<file path="config.mk">
export PLATFORM = sky130hd
export DESIGN_NAME = uop_issue_queue
export DESIGN_NICKNAME = d
export VERILOG_FILES = /design/src/rtl/cpu_pkg.sv /design/src/rtl/uop_store.sv /design/src/rtl/uop_issue_queue.sv
export SDC_FILE = /design/constraint.sdc
export NUM_CORES = 1
export LEC_CHECK = 0
export ABC_CLOCK_PERIOD_IN_PS = 3140
export CAP_MARGIN = 20
export CORE_MARGIN = 2
export CORE_UTILIZATION = 45
export CTS_CLUSTER_SIZE = 16
export DETAILED_ROUTE_END_ITERATION = 16
export PLACE_DENSITY = 0.68
export SLEW_MARGIN = 20
export SYNTH_ARGS = -nofsm -noshare
export SYNTH_HDL_FRONTEND = slang
export SYNTH_SLANG_ARGS = --single-unit
</file>
<file path="constraint.sdc">
create_clock -name clk -period 3.14 [get_ports clk]
set_clock_uncertainty 0.1 [all_clocks]
set_input_delay 0.628 -clock clk [delete_from_list [all_inputs] [get_ports clk]]
set_output_delay 0.628 -clock clk [all_outputs]
set_load 0.01 [all_outputs]
</file>
<file path="src/rtl/cpu_pkg.sv">
// rtl/cpu_pkg.sv - shared uop width, field layout and NOP encoding
package cpu_pkg;

  localparam int UOP_W = 20;

  typedef logic [UOP_W-1:0] uop_t;

  localparam uop_t UOP_NOP = 20'h0;

  // Field positions inside a uop; execute decodes these, the queue only carries them.
  localparam int ALU_HI     = 19;
  localparam int ALU_LO     = 16;
  localparam int MASK_BIT   = 15;
  localparam int LD_BIT     = 14;
  localparam int WR_BIT     = 13;
  localparam int FLAGS_BIT  = 12;
  localparam int DEST_HI    = 11;
  localparam int DEST_LO    = 8;
  localparam int ALU_MUX_HI = 7;
  localparam int ALU_MUX_LO = 6;
  localparam int B_HI       = 5;
  localparam int B_LO       = 3;
  localparam int A_HI       = 2;
  localparam int A_LO       = 0;

  function automatic logic [3:0] uop_dest(input uop_t u);
    return u[DEST_HI:DEST_LO];
  endfunction

endpackage

</file>
<file path="src/rtl/uop_store.sv">
// rtl/uop_store.sv - DEPTH x UOP_W register array, three write ports, one async read port
module uop_store
  import cpu_pkg::*;
#(
  parameter int DEPTH = 8,
  parameter int PW    = $clog2(DEPTH)
) (
  input  logic          clk,
  input  logic [2:0]    we,
  input  logic [PW-1:0] waddr_0,
  input  logic [PW-1:0] waddr_1,
  input  logic [PW-1:0] waddr_2,
  input  logic [UOP_W-1:0] wdata_0,
  input  logic [UOP_W-1:0] wdata_1,
  input  logic [UOP_W-1:0] wdata_2,
  input  logic [PW-1:0] raddr,
  output logic [UOP_W-1:0] rdata
);

  logic [UOP_W-1:0] mem_q [DEPTH];
  logic [UOP_W-1:0] mem_d [DEPTH];

  // The three write addresses are consecutive mod DEPTH (DEPTH >= 4), so they never collide.
  always_comb begin
    for (int i = 0; i < DEPTH; i++) begin
      mem_d[i] = mem_q[i];
    end
    if (we[0]) mem_d[waddr_0] = wdata_0;
    if (we[1]) mem_d[waddr_1] = wdata_1;
    if (we[2]) mem_d[waddr_2] = wdata_2;
  end

  // Contents are deliberately not reset; occupancy masks stale entries.
  always_ff @(posedge clk) begin
    for (int i = 0; i < DEPTH; i++) begin
      mem_q[i] <= mem_d[i];
    end
  end

  assign rdata = mem_q[raddr];

endmodule

</file>
<file path="src/rtl/uop_issue_queue.sv">
// rtl/uop_issue_queue.sv - in-order uop buffer: 0..3 uops in per cycle, one issued per cycle
module uop_issue_queue
  import cpu_pkg::*;
#(
  parameter int DEPTH = 8,
  parameter int PW    = $clog2(DEPTH),
  parameter int OW    = $clog2(DEPTH) + 1
) (
  input  logic             clk,
  input  logic             a_rst,
  input  logic             dec_valid,
  output logic             dec_ready,
  input  logic [UOP_W-1:0] uop_0,
  input  logic [UOP_W-1:0] uop_1,
  input  logic [UOP_W-1:0] uop_2,
  input  logic [1:0]       uop_count,
  input  logic             flush,
  output logic             issue_valid,
  output logic [UOP_W-1:0] issue_uop,
  input  logic             issue_ack,
  output logic [OW-1:0]    occupancy
);

  logic [PW-1:0] rd_ptr_q, rd_ptr_d;
  logic [PW-1:0] wr_ptr_q, wr_ptr_d;
  logic [OW-1:0] occ_q, occ_d;

  logic          push, pop;
  logic [1:0]    n_in;
  logic [2:0]    we;
  logic [OW-1:0] free_slots;
  logic [UOP_W-1:0] head_uop;

  // Ready looks only at registered occupancy, so it never waits on this cycle's issue_ack.
  assign free_slots  = OW'(DEPTH) - occ_q;
  assign dec_ready   = free_slots >= OW'(3);
  assign issue_valid = occ_q != '0;
  assign issue_uop   = issue_valid ? head_uop : UOP_NOP;
  assign occupancy   = occ_q;

  assign push = dec_valid & dec_ready & ~flush;
  assign pop  = issue_valid & issue_ack & ~flush;
  assign n_in = push ? uop_count : 2'd0;
  assign we   = {n_in == 2'd3, n_in >= 2'd2, n_in >= 2'd1};

  always_comb begin
    rd_ptr_d = rd_ptr_q;
    wr_ptr_d = wr_ptr_q;
    occ_d    = occ_q;
    if (flush) begin
      rd_ptr_d = '0;
      wr_ptr_d = '0;
      occ_d    = '0;
    end else begin
      rd_ptr_d = rd_ptr_q + PW'(pop);
      wr_ptr_d = wr_ptr_q + PW'(n_in);
      occ_d    = occ_q + OW'(n_in) - OW'(pop);
    end
  end

  always_ff @(posedge clk or posedge a_rst) begin
    if (a_rst) begin
      rd_ptr_q <= '0;
      wr_ptr_q <= '0;
      occ_q    <= '0;
    end else begin
      rd_ptr_q <= rd_ptr_d;
      wr_ptr_q <= wr_ptr_d;
      occ_q    <= occ_d;
    end
  end

  uop_store #(
    .DEPTH (DEPTH),
    .PW    (PW)
  ) u_store (
    .clk     (clk),
    .we      (we),
    .waddr_0 (wr_ptr_q),
    .waddr_1 (wr_ptr_q + PW'(1)),
    .waddr_2 (wr_ptr_q + PW'(2)),
    .wdata_0 (uop_0),
    .wdata_1 (uop_1),
    .wdata_2 (uop_2),
    .raddr   (rd_ptr_q),
    .rdata   (head_uop)
  );

endmodule
</file>
==> flow_summary.toml <==
[status]
status = "finished clean"

[clock_tree]
cts_buffers = 17
htreeDepth = 4
root_buffer = "clkbuf_16"
cts_tree = "done"
clock-sinks = 170
cts.path.max_buffers = 2
cts_hold_buf = 0
clkLatencyLatePin_ns = 0.44
clk_pin_slew_ns = 0.07

[power_and_ir_drop]
switchingPower_w = 0.004001
pwr-share-seq = 0.338
p_clk_frac = 0.212
finalPower_w = 0.01021
internal_power_w = 0.006213
power_density_mw_per_mm2 = 734.3
p_comb_frac = 0.450
peakVddDrop_mv = 0.4563
switching_share = 0.3917
p_leak_nw = 4.776

[floorplanning]
num_rows = 58
ios = 93
initial_core_util = 0.4554
die_w_um = 163.2
fp.coreArea_mm2 = 0.02504
die_h_um = 163.2
die_area_mm2 = 0.02663

[min_path]
worstHoldPathType = "in -> async"

[global_routing]
grt_max_degree = 123
grt-ovfl-total = 0
grt_pass1_vias = 12750
antenna_found_initial = 3
grtUsageTotal = 0.3832
grt_pass1_wl_um = 76750

[synthesis]
synth_top_area_frac = 0.2809
synth_edf_count = 0
yosys_warnings = 0
synthTopCellsByArea = "dfxtp_1, a22oi_1, mux4_2"
postSynth.topFlopCell = "dfxtp_1"
synth_fp_nets = 1496
synth_largest_area_cell = "dfxtp_1"
avgSynthCellArea_um2 = 8.047
ys_ff_latch = 170
synthCells = 1417
synthesis.area_mm2 = 0.01140
ys_types = 50
synthArstFlopShare = 0.05882
seq_area_frac_synth = 0.3029

[timing]
max_slew_margin = 0.2881
hold_viol = 0
setup_viol_count_final = 0
setup_ws_ns = 0.007834
worst_pin_slew_ns = 1.068
slew_violations = 0
hold_slack_ns = 0.3654
fmax_ghz = 0.3193
min_period_ns = 3.132
post-route-period-util = 0.9975

[placed_design]
io_buffers = 92
dp_hpwl_um = 31440
gp_congestion = 0.9395
place_ws_ns = 0.1307

[detailed_routing]
avgViaCountPerCell = 7.406
routedWlPerCell_um = 29.04
first_pass_iters = 11
num_vias = 13380
drtAntennaViolNets = 0
routed_wl_um = 52450
drt_iter0_markers = 2396
drc_errors = 0

[critical_path]
cp.arrival_ns = 2.40
crit_fanout = 13
reg2reg_slack_ns = 0.33
crit_path_start_kind = "flip-flop"
critPathCaptureType = "output port"
cp.required_ns = 2.41
worstSetupPathType = "reg -> out"

[finish]
final_util = 0.5556
layout_commonest_cell = "o21ai_0"
area.growth.synth_to_final_pct = 21.99
nFillCells = 2310
nets = 1539
layout_common_cells = "o21ai_0, dfxtp_1, a22oi_1"
drive_gt1_frac = 0.1704

[flow_run]
maxCapViolCount = 0
## area by class of cell
| cell class | count | area, µm² | area share |
|---|---|---|---|
| antenna | 3 | 7.507 | 0.0005397 |
| clock buffer | 21 | 460.4 | 0.03310 |
| clock inverter | 11 | 111.4 | 0.008006 |
| inverter | 33 | 128.9 | 0.009265 |
| multi-input combinational | 1021 | 7218 | 0.5189 |
| sequential | 170 | 3456 | 0.2484 |
| tap | 330 | 412.9 | 0.02968 |
| timing repair buffer | 217 | 2115 | 0.1520 |
## through the flow
step	TNS (ns)	std cells	instance area, µm²
6_report	0	1806	13910
3_5_place_dp	0	1760	13090
5_1_grt	-0.01255	1804	13900
2_1_floorplan	0	1417	11400
3_3_place_gp	0	1760	13090
4_1_cts	-0.1657	1792	13730
## Yosys cell counts (23+ instances only)
| master | n |
|---|---|
| nor2_1 | 107 |
| nand2_1 | 89 |
| buf_2 | 23 |
| mux4_2 | 40 |
| o21ai_0 | 162 |
| a22oi_1 | 136 |
| a31oi_1 | 80 |
| o32ai_1 | 80 |
| inv_1 | 32 |
| clkbuf_1 | 156 |
| nor3_1 | 88 |
| o22ai_1 | 78 |
| dfxtp_1 | 160 |
## state kept, by name, indices dropped and copies added, names as in the netlist
| name | cells |
|---|---|
| occupancy | 4 |
| rd_ptr_q | 3 |
| u_store.mem_q | 160 |
| wr_ptr_q | 3 |
## per-layer routing
| metal | routed length (µm) | part of all wire | GRT usage | vias up |
|---|---|---|---|---|
| li1 | - | - | - | 5572 |
| met1 | 18830 | 0.36 | 0.4890 | 6225 |
| met2 | 22090 | 0.42 | 0.5577 | 1247 |
| met3 | 7793 | 0.15 | 0.1148 | 332 |
| met4 | 3735 | 0.071 | 0.2554 | 0 |
| met5 | 0 | 0 | 0.001894 | - |
## kinds of logic (layout without fill, tap and decap cells)
group	Yosys count	in the layout	share of synthesized area
compound gates	587	587	0.3518
xor+xnor	6	6	0.004609
fa+ha+maj	12	12	0.01448
buf+inv	226	282	0.07857
flops	170	170	0.3029
mux	60	60	0.09656
other cells	0	3	0
simple gates	356	356	0.1511
## power groups by stage
| stage | sequential, W | clock (W) | combinational [W] |
|---|---|---|---|
| after floorplan | 0.00331 | 0 | 0.00282 |
| after global placement | 0.00342 | 0 | 0.00426 |
| after detailed placement | 0.00344 | 0 | 0.00434 |
| after CTS | 0.00341 | 0.00214 | 0.00440 |
| after global routing | 0.00350 | 0.00222 | 0.00488 |
| final | 0.00345 | 0.00216 | 0.00460 |
## what timing repair did
action,CTS,global route
endpoints found under the setup margin,17,11
cloned,0,2
endpoints found under the hold margin,0,0
gates resized for setup,19,11
buffers inserted,0,9
## final timing paths
| check | cells after the start | startpoint | endpoint |
|---|---|---|---|
| setup / recovery | 5 | rd_ptr_q[0] | issue_uop[8] |
| hold / removal | 2 | a_rst | wr_ptr_q[1] |
| setup reg to reg | 12 | occupancy[2] | occupancy[3] |
| hold reg to reg | 2 | u_store.mem_q[4][7] | u_store.mem_q[4][7] |
| max in group asynchronous | 2 | a_rst | rd_ptr_q[0] |
| min in group clk | 2 | u_store.mem_q[4][7] | u_store.mem_q[4][7] |
## worst max-delay path, cell delays in order, from the launching register on
cell	delay [ns]
dfrtp_2	0.45
buf_12	0.19
mux4_2	0.56
mux2i_4	0.21
nor2_1	0.07
clkdlybuf4s50_1	0.48
Note: power is estimated with default switching activity, not from simulation.
